===== src/rtl/auto_shutdown_multi.sv =====
// auto_shutdown_multi: independent per-zone lighting FSMs with a presence/manual-driven auto-shutdown timer.
// Optional pre-shutdown warning window is compiled in with AUTO_SHUTDOWN_WARN_EN.
//
// state    | meaning
// ---------+------------------------------------------------------------
// IDLE     | lamp off, waiting for presence or manual on
// ACTIVE   | lamp on, zone occupied, counter held at 0
// COUNTING | lamp on, zone empty, counting toward shutdown
// WARN     | lamp on and dimmed, final WARN_T cycles before shutdown
// LOCKOUT  | lamp off after manual off, waits for presence to drop
module auto_shutdown_multi #(
   parameter  int N_ZONES = 4,
   parameter  int TIMEOUT = 30000,
   parameter  int WARN_T  = 3000,
   localparam int CNT_W   = $clog2(TIMEOUT)
) (
   input  logic               clk,
   input  logic               rst_n,
   input  logic [N_ZONES-1:0] presence_i,
   input  logic [N_ZONES-1:0] manual_on_i,
   input  logic [N_ZONES-1:0] manual_off_i,
   output logic [N_ZONES-1:0] lamp_o,
   output logic [N_ZONES-1:0] warn_o,
   output logic [N_ZONES-1:0] shutdown_o,
   output logic               any_on_o
);

   typedef enum logic [2:0] {
      S_IDLE     = 3'd0,
      S_ACTIVE   = 3'd1,
      S_COUNTING = 3'd2,
      S_WARN     = 3'd3,
      S_LOCKOUT  = 3'd4
   } zone_state_t;

   localparam logic [CNT_W-1:0] CNT_LAST = CNT_W'(TIMEOUT - 1);

`ifdef AUTO_SHUTDOWN_WARN_EN
   localparam logic [CNT_W-1:0] CNT_WARN = CNT_W'(TIMEOUT - WARN_T - 1);

   if (WARN_T < 1 || WARN_T >= TIMEOUT) begin : g_bad_warn_t
      $error("auto_shutdown_multi: WARN_T must satisfy 1 <= WARN_T < TIMEOUT");
   end
`else
   logic unused_warn_t;
   assign unused_warn_t = (WARN_T != 0);
   assign warn_o        = '0;
`endif

   logic [N_ZONES-1:0] lamp_nxt;

   for (genvar z = 0; z < N_ZONES; z++) begin : g_zone
      zone_state_t      st;
      zone_state_t      st_nxt;
      logic [CNT_W-1:0] cnt;
      logic [CNT_W-1:0] cnt_nxt;
      logic             pulse_nxt;
      logic             lamp_q;
      logic             shut_q;
`ifdef AUTO_SHUTDOWN_WARN_EN
      logic             warn_nxt;
      logic             warn_q;
`endif

      // Priority: manual off > presence > manual on > counter compare.
      always_comb begin
         st_nxt    = st;
         cnt_nxt   = cnt;
         pulse_nxt = 1'b0;
         case (st)
            S_IDLE: begin
               cnt_nxt = '0;
               if (manual_off_i[z]) begin
                  st_nxt = S_IDLE;
               end else if (presence_i[z]) begin
                  st_nxt = S_ACTIVE;
               end else if (manual_on_i[z]) begin
                  st_nxt = S_COUNTING;
               end
            end
            S_ACTIVE: begin
               cnt_nxt = '0;
               if (manual_off_i[z]) begin
                  st_nxt = S_LOCKOUT;
               end else if (!presence_i[z]) begin
                  st_nxt = S_COUNTING;
               end
            end
            S_COUNTING: begin
               if (manual_off_i[z]) begin
                  st_nxt  = S_LOCKOUT;
                  cnt_nxt = '0;
               end else if (presence_i[z]) begin
                  st_nxt  = S_ACTIVE;
                  cnt_nxt = '0;
               end else if (manual_on_i[z]) begin
                  cnt_nxt = '0;
`ifdef AUTO_SHUTDOWN_WARN_EN
               end else if (cnt == CNT_WARN) begin
                  st_nxt  = S_WARN;
                  cnt_nxt = cnt + CNT_W'(1);
`else
               end else if (cnt == CNT_LAST) begin
                  st_nxt    = S_IDLE;
                  cnt_nxt   = '0;
                  pulse_nxt = 1'b1;
`endif
               end else begin
                  cnt_nxt = cnt + CNT_W'(1);
               end
            end
`ifdef AUTO_SHUTDOWN_WARN_EN
            S_WARN: begin
               if (manual_off_i[z]) begin
                  st_nxt  = S_LOCKOUT;
                  cnt_nxt = '0;
               end else if (presence_i[z]) begin
                  st_nxt  = S_ACTIVE;
                  cnt_nxt = '0;
               end else if (manual_on_i[z]) begin
                  st_nxt  = S_COUNTING;
                  cnt_nxt = '0;
               end else if (cnt == CNT_LAST) begin
                  st_nxt    = S_IDLE;
                  cnt_nxt   = '0;
                  pulse_nxt = 1'b1;
               end else begin
                  cnt_nxt = cnt + CNT_W'(1);
               end
            end
`endif
            S_LOCKOUT: begin
               // Presence is ignored here so an occupied zone cannot relight right after manual off.
               cnt_nxt = '0;
               if (manual_off_i[z]) begin
                  st_nxt = S_LOCKOUT;
               end else if (manual_on_i[z]) begin
                  st_nxt = S_COUNTING;
               end else if (!presence_i[z]) begin
                  st_nxt = S_IDLE;
               end
            end
            default: begin
               st_nxt  = S_IDLE;
               cnt_nxt = '0;
            end
         endcase
      end

      assign lamp_nxt[z] = (st_nxt == S_ACTIVE) || (st_nxt == S_COUNTING) ||
                           (st_nxt == S_WARN);
`ifdef AUTO_SHUTDOWN_WARN_EN
      assign warn_nxt    = (st_nxt == S_WARN);
`endif

      always_ff @(posedge clk or negedge rst_n) begin
         if (!rst_n) begin
            st     <= S_IDLE;
            cnt    <= '0;
            lamp_q <= 1'b0;
            shut_q <= 1'b0;
`ifdef AUTO_SHUTDOWN_WARN_EN
            warn_q <= 1'b0;
`endif
         end else begin
            st     <= st_nxt;
            cnt    <= cnt_nxt;
            lamp_q <= lamp_nxt[z];
            shut_q <= pulse_nxt;
`ifdef AUTO_SHUTDOWN_WARN_EN
            warn_q <= warn_nxt;
`endif
         end
      end

      assign lamp_o[z]     = lamp_q;
      assign shutdown_o[z] = shut_q;
`ifdef AUTO_SHUTDOWN_WARN_EN
      assign warn_o[z]     = warn_q;
`endif
   end

   // Registered from the next-state lamp vector so it tracks lamp_o with identical latency.
   always_ff @(posedge clk or negedge rst_n) begin
      if (!rst_n) begin
         any_on_o <= 1'b0;
      end else begin
         any_on_o <= |lamp_nxt;
      end
   end

endmodule


===== config.mk =====
export PLATFORM = sky130hd
export DESIGN_NAME = auto_shutdown_multi
export DESIGN_NICKNAME = d
export VERILOG_FILES = /design/src/rtl/auto_shutdown_multi.sv
export SDC_FILE = /design/constraint.sdc
export NUM_CORES = 1
export LEC_CHECK = 0
export ABC_AREA = 1
export CAP_MARGIN = 20
export CORE_UTILIZATION = 60
export CTS_CLUSTER_SIZE = 28
export DETAILED_ROUTE_END_ITERATION = 12
export GPL_ROUTABILITY_DRIVEN = 0
export GPL_TIMING_DRIVEN = 0
export HOLD_SLACK_MARGIN = 0.15
export PLACE_DENSITY = 0.83
export SYNTH_ARGS = -nofsm -noshare
export SYNTH_HDL_FRONTEND = slang
export SYNTH_SLANG_ARGS = --single-unit

===== constraint.sdc =====
create_clock -name clk -period 1.76 [get_ports clk]
set_input_delay 0.352 -clock clk [delete_from_list [all_inputs] [get_ports clk]]
set_output_delay 0.352 -clock clk [all_outputs]
set_load 0.01 [all_outputs]

==> results.sh, run 1 <==
export IMPL_tightest_slew_ns=0.5265
export IMPL_io_buffers=22
export IMPL_core_mm2=0.007253
export IMPL_clockBufferDepth=2
export IMPL_num_fill_cells=555
export IMPL_drc=0
export IMPL_crit_required_ns=2.00
export IMPL_fp_dieH_um=88.84
export IMPL_ys_ff_latch=81
export IMPL_grt_total_usage_pct=23.80
export IMPL_fmax_mhz=596.5
export IMPL_postSynthCellCount=581
export IMPL_hold_viol=0
export IMPL_floorplan_initialDensity_pct=62.38
export IMPL_whs_path_depth=1
export IMPL_peakVddDrop_mv=0.7965
export IMPL_final_net_count=642
export IMPL_crit_fanout=4
export IMPL_vias_per_cell=5.253
export IMPL_synth_ff_type="dfrtp_1"
export IMPL_final_layout_size_suffix_gt1_share_pct=14.63
export IMPL_antenna_found_initial=0
export IMPL_yosysTopAreaCellShare_pct=44.80
export IMPL_setup_viol=0
export IMPL_tritoncts="yes"
export IMPL_layout_worst_path_cycle_share_pct=95.25
export IMPL_cts_root_buf="clkbuf_8"
export IMPL_criticalPathCategory="flop to flop"
export IMPL_cp_cell_sequence="ha_4 -> nand3_2 -> nor2_4 -> nand2_1 -> nor2_2 -> nand3_1 -> inv_2 -> nand2_1 -> nor2_1 -> a21oi_1"
export IMPL_grt_pass1_vias=3486
export IMPL_synth_cell_types=37
export IMPL_drtPass1Iterations=4
export IMPL_synth_edff_count=0
export IMPL_finalWirelength_um=9027
export IMPL_synth_cell_area_mm2=0.004524
export IMPL_synth_area_top_cells="dfrtp_1 (45%), nand2_1 (9.5%), inv_1 (7.2%), nor2_1 (7.0%), a21oi_1 (4.4%)"
export IMPL_critPathArrivalTime_ns=1.92
export IMPL_finalMaxSlewViolations=0
export IMPL_clock_sinks=81
export IMPL_reg2regPathDepth=10
export IMPL_die_area_mm2=0.007892
export IMPL_p_leak_uw=0.002396
export IMPL_clk_insertion_delay_late_ns=0.36
export IMPL_final_antenna_net_count=0
export IMPL_synth_warnings=0
export IMPL_antenna_cells=0
export IMPL_synth_common_cells="nand2_1 (114), inv_1 (87), nor2_1 (84), dfrtp_1 (81), a21oi_1 (40)"
export IMPL_async_flop_share_pct=100.0
export IMPL_slowest_stage="dfrtp_1"
export IMPL_rrSetupSlack_ns=0.08
export IMPL_min_period_ns=1.676
export IMPL_avgSynthCellArea_um2=7.787
export IMPL_drt_initial_drc_count=184
export IMPL_area_growth_pct=14.85
export IMPL_status="complete, no violations"
export IMPL_powerDensity_mw_per_mm2=895.0
export IMPL_io_pins=27
export IMPL_wire_per_inst_um=12.40
export IMPL_grt_start_max_net_pins=42
export IMPL_start_kind="flop"
export IMPL_synth_largest_area_cell="dfrtp_1"
export IMPL_die_w_um=88.84
export IMPL_crit_path_frequent_cell="nand2_1"
export IMPL_cp_slowest_stage_delay_ns=0.42
export IMPL_end_kind="flop"
export IMPL_cts_buffers=9
export IMPL_yosysSeqAreaShare_pct=44.80
export IMPL_cts_max_level=3
export IMPL_grt_pass1_wl_um=14430
export IMPL_min_delay_path_class="flop to flop"
export IMPL_utilization_pct=71.64
export IMPL_maxSlewHeadroom_pct=64.90
export IMPL_yosysMostFrequentCell="nand2_1"
export IMPL_cap_viol_max_count=0
export IMPL_path_clk_slew_ns=0.08
export IMPL_via_count=3824
export IMPL_skew_ns=0.009284
export IMPL_hpwl_um=6287
export IMPL_num_rows=31
export IMPL_tns_ns=0
export IMPL_grt_overflow=0
## layout by cell type, fill, tap and decap left out, types with 3 or more instances in the layout
cell	count
a21oi_1	40
buf_4	18
clkbuf_8	10
clkdlybuf4s50_1	21
conb_1	4
dfrtp_1	81
inv_1	86
inv_2	11
nand2_1	114
nand3_1	34
nand3_2	7
nand3b_4	3
nand4_1	7
nor2_1	82
nor2_2	9
nor2_4	3
nor3_1	13
nor3_2	6
nor3_4	4
nor3b_2	3
o21a_1	4
o21ai_0	14
o21ai_1	9
o22ai_1	4
xnor2_1	4
xor2_1	6
## power breakdown
group | internal (µW) | leakage [µW] | switching [µW]
Sequential | 2010 | 0.00112 | 143
Combinational | 478 | 0.00119 | 661
Clock | 690 | 0.0000953 | 671
## path summary, 6_finish.rpt
kind                                endpoint        startpoint
max                        g_zone[2].cnt[14]  g_zone[2].cnt[0]
min                         g_zone[1].cnt[0]  g_zone[1].cnt[0]
max reg2reg                g_zone[2].cnt[14]  g_zone[2].cnt[0]
max in group asynchronous   g_zone[1].cnt[1]             rst_n
min in group asynchronous  g_zone[2].cnt[10]             rst_n
min reg2reg                 g_zone[1].cnt[0]  g_zone[1].cnt[0]
## what timing repair did
action	4_1_cts	5_1_grt
endpoints found under the setup margin	0	32
hold buffers	1	0
setup buffers	0	5
resized for setup	0	13
hold endpoints to repair	40	0
## flip-flops by register name (all words and copies together), names as in the netlist
register       cells
g_zone.lamp_q      4
g_zone.shut_q      4
g_zone.st         12
any_on_o           1
g_zone.cnt        60
## layout make-up
type                            instances  area (µm²)  area share (%)
Tap cell                               99       123.9           2.384
Timing Repair Buffer                   29       285.3           5.490
Buffer                                 13       95.09           1.830
Clock inverter                          5       55.05           1.059
Sequential cell                        81        2027           39.01
Multi-Input combinational cell        392        2098           40.38
Inverter                               98       370.4           7.127
Clock buffer                           11       141.4           2.721
## layer usage
layer  global-route usage (%)  wire length [µm]  vias up
met5                        0                 0        -
met3                    4.011               253       13
met4                    12.02               138        0
met1                    27.80              3989     1827
met2                    42.24              4647       63
li1                         -                 -     1921
## metrics by stage
stage	hold slack [ns]	setup WS [ns]	power, µW	instances	instance area [µm²]
2_1_floorplan	0.05641	0.3278	2934	584	4536
3_3_place_gp	0.4441	-2.473	3227	705	4880
3_5_place_dp	0.3698	-0.1804	3290	706	4897
4_1_cts	0.4633	0.03849	4663	723	5104
5_1_grt	0.4859	-0.03959	4926	728	5196
6_report	0.4654	0.08363	4650	728	5196
## cell families (layout without fill, tap and decap cells)
family,Yosys count,after routing,share of synthesized area (%)
XOR/XNOR,10,10,1.936
AO/OA/AOI/OAI,74,74,8.628
flip-flops,81,81,44.80
adder cells (fa/ha/maj),4,4,1.106
buffers and inverters,111,156,10.23
other,1,4,0.08289
AND/OR/NAND/NOR,300,300,33.21
## worst max-delay path, delay by kind of cell (launching register included)
kind	cells	cell delay [ns]
compound gates	1	0.07
fa+ha+maj	1	0.17
buf+inv	1	0.08
flops	1	0.42
simple gates	7	0.81
(Power assumes the default switching activity.)
==> run 2: changes to the inputs <==
Settings changed: ABC_AREA 1 to unset, CORE_UTILIZATION 60 to 59.
==> results.sh, run 2 <==
export IMPL_slowest_stage="or4_4"
export IMPL_cts_root_buf="clkbuf_8"
export IMPL_async_flop_share_pct=100.0
export IMPL_synth_cell_types=53
export IMPL_powerDensity_mw_per_mm2=826.7
export IMPL_hold_viol=0
export IMPL_die_w_um=85.40
export IMPL_end_kind="flop"
export IMPL_num_fill_cells=436
export IMPL_clock_sinks=81
export IMPL_cp_slowest_stage_delay_ns=0.51
export IMPL_place_ws_ns=-0.5482
export IMPL_start_kind="flop"
export IMPL_p_leak_uw=0.002108
export IMPL_rrSetupSlack_ns=-0.09
export IMPL_final_net_count=503
export IMPL_floorplan_initialDensity_pct=60.74
export IMPL_grt_pass1_vias=3022
export IMPL_status="complete, but fails checks"
export IMPL_drtPass1Iterations=5
export IMPL_yosysTopAreaCellShare_pct=49.39
export IMPL_crit_fanout=5
export IMPL_die_area_mm2=0.007293
export IMPL_via_count=3218
export IMPL_p_seq_share_pct=48.6
export IMPL_r2r_end="any_on_o"
export IMPL_vias_per_cell=5.646
export IMPL_internal_power_uw=3085
export IMPL_drc=0
export IMPL_io_buffers=22
export IMPL_cap_viol_max_count=0
export IMPL_cts_buffers=9
export IMPL_timing_hold_ws_ns=0.3184
export IMPL_fp_dieH_um=85.40
export IMPL_tritoncts="yes"
export IMPL_peakVddDrop_mv=0.5509
export IMPL_synth_warnings=0
export IMPL_violations="setup timing"
export IMPL_grt_start_max_net_pins=54
export IMPL_reg2regPathDepth=4
export IMPL_num_rows=30
export IMPL_synth_common_cells="dfrtp_1 (81), nor2_1 (80), xor2_1 (35), nand2_1 (34), nand3_1 (23)"
export IMPL_whs_path_depth=3
export IMPL_grt_overflow=0
export IMPL_finalWirelength_um=8398
export IMPL_holdPathEnd="g_zone[2].st[0]"
export IMPL_core_mm2=0.006756
export IMPL_path_clk_slew_ns=0.08
export IMPL_stdcell_count=570
export IMPL_crit_required_ns=1.99
export IMPL_crit_family="simple AND/OR/NAND/NOR gates"
export IMPL_yosysMostFrequentCell="dfrtp_1"
export IMPL_setup_viol=1
export IMPL_skew_ns=0.01117
export IMPL_sw_frac_of_total_pct=26.70
export IMPL_area_growth_pct=24.05
export IMPL_final_layout_size_suffix_gt1_share_pct=21.22
export IMPL_clk_insertion_delay_late_ns=0.36
export IMPL_clockBufferDepth=2
export IMPL_dp_cells=537
export IMPL_ys_ff_latch=81
export IMPL_fmax_mhz=541.7
export IMPL_yosysSeqAreaShare_pct=49.39
export IMPL_layout_worst_path_cycle_share_pct=104.9
export IMPL_final_antenna_net_count=0
export IMPL_drt_initial_drc_count=156
export IMPL_io_pins=27
export IMPL_critPathArrivalTime_ns=2.07
export IMPL_cp_cell_sequence="nor4b_4 -> nand3_4 -> a31o_2 -> or4_4"
export IMPL_synth_edff_count=0
export IMPL_grt_total_usage_pct=23.42
export IMPL_postSynthCellCount=431
export IMPL_synth_largest_area_cell="dfrtp_1"
export IMPL_antenna_found_initial=0
export IMPL_fin_ws_ns=-0.08596
export IMPL_pwr_share_clk_pct=34.6
export IMPL_largest_register_ffs=60
export IMPL_hpwl_um=5167
export IMPL_largestRegisters="g_zone.cnt (60), g_zone.st (12)"
export IMPL_hold_start="presence_i[2]"
export IMPL_finalMaxSlewViolations=0
export IMPL_synth_cell_area_mm2=0.004104
export IMPL_r2r_start="g_zone[3].cnt[7]"
export IMPL_p_comb_share_pct=16.8
export IMPL_switchingPower_uw=1124
export IMPL_synth_ff_type="dfrtp_1"
export IMPL_synth_area_top_cells="dfrtp_1 (49%), xor2_1 (7.5%), nor2_1 (7.3%), xnor2_1 (4.3%), nand2_1 (3.1%)"
export IMPL_min_delay_path_class="primary input to flop"
export IMPL_antenna_cells=0
export IMPL_regMostFlops="g_zone.cnt"
export IMPL_cts_max_level=3
export IMPL_crit_buf_inv=0
export IMPL_layout_common_cells="dfrtp_1 (77), nor2_1 (76), buf_4 (38), xor2_1 (35), nand2_1 (33)"
export IMPL_criticalPathCategory="flop to flop"
export IMPL_avgSynthCellArea_um2=9.522
export IMPL_min_period_ns=1.846
export IMPL_wire_per_inst_um=14.73
export IMPL_grt_setup_unrepaired="yes"
export IMPL_grt_pass1_wl_um=13390
export IMPL_final_common_cell="dfrtp_1"
## run 2: cell count changes after synthesis, moves of 11 or more
cell,change
nand3_1,-14
inv_2,-11
nand2_1,-80
xor2_1,+29
xnor2_1,+16
inv_1,-74
a21oi_1,-26
## run 2: how the worst max path moves through the flow
stage / slack [ns] / startpoint / cells after the start / endpoint
after floorplan: -0.01 / g_zone[3].cnt[0] / 6 / any_on_o
after global placement: -2.42 / rst_n / 1 / g_zone[0].cnt[3]
after detailed placement: -0.55 / presence_i[0] / 7 / g_zone[0].cnt[8]
after CTS: -0.13 / g_zone[0].cnt[6] / 4 / any_on_o
after global routing: -0.16 / g_zone[3].cnt[4] / 4 / any_on_o
final: -0.09 / g_zone[3].cnt[7] / 4 / any_on_o
## run 2: per-stage QoR
step / utilization (%) / power (µW) / TNS, ns / instance area [µm²]
after floorplan: - / 2465 / -0.01319 / 4153
after global placement: 66.20 / 2657 / -212.98 / 4473
after detailed placement: 66.57 / 2695 / -19.96 / 4498
after CTS: 71.76 / 4170 / -0.2001 / 4848
after global routing: 75.35 / 4410 / -0.6457 / 5091
final: 75.35 / 4209 / -0.08596 / 5091
## run 2: kinds of logic (layout without fill, tap and decap cells)
kind of cell,after synthesis,in the layout,share of synthesized area [%]
flip-flops,81,81,49.39
adder cells (fa/ha/maj),4,4,1.220
XOR/XNOR,55,55,11.74
AO/OA/AOI/OAI,42,42,6.586
other,1,4,0.09138
AND/OR/NAND/NOR,206,206,25.40
multiplexers,2,2,0.5183
buffers and inverters,40,96,5.061
## run 2: layer usage
metal	track usage [%]	routed length (µm)	vias up
li1	-	-	1569
met1	30.88	3773	1558
met2	37.31	4184	72
met3	5.058	278	19
met4	10.76	162	0
met5	0	0	-
## run 2: final cells by class
class	instances	area [µm²]	share of cell area [%]
timing repair buffer	45	419.2	8.233
multi-input combinational	313	2121	41.66
clock inverter	6	82.58	1.622
sequential	81	2032	39.91
inverter	13	48.80	0.9585
buffer	22	160.2	3.146
tap	80	100.1	1.966
clock buffer	10	127.6	2.507
## run 2: worst reg2reg max path, delay by kind of cell, from the launching register on
| kind | cells | cell delay [ns] |
|---|---|---|
| flip-flops | 1 | 0.46 |
| AO/OA/AOI/OAI | 1 | 0.25 |
| AND/OR/NAND/NOR | 3 | 1.02 |
## run 2: power by group through the flow
stage / Combinational, µW / Sequential [µW] / Clock [µW]
after floorplan: 447 / 2020 / 0
after global placement: 629 / 2030 / 0
after detailed placement: 666 / 2030 / 0
after CTS: 692 / 1990 / 1480
after global routing: 779 / 2060 / 1570
final: 706 / 2050 / 1460
## run 2: repair_timing
item,in CTS,in global routing
buffers inserted,8,13
setup endpoints to repair,42,44
pin swaps,6,12
hold buffers,1,0
resized for setup,18,41
hold endpoints to repair,28,0
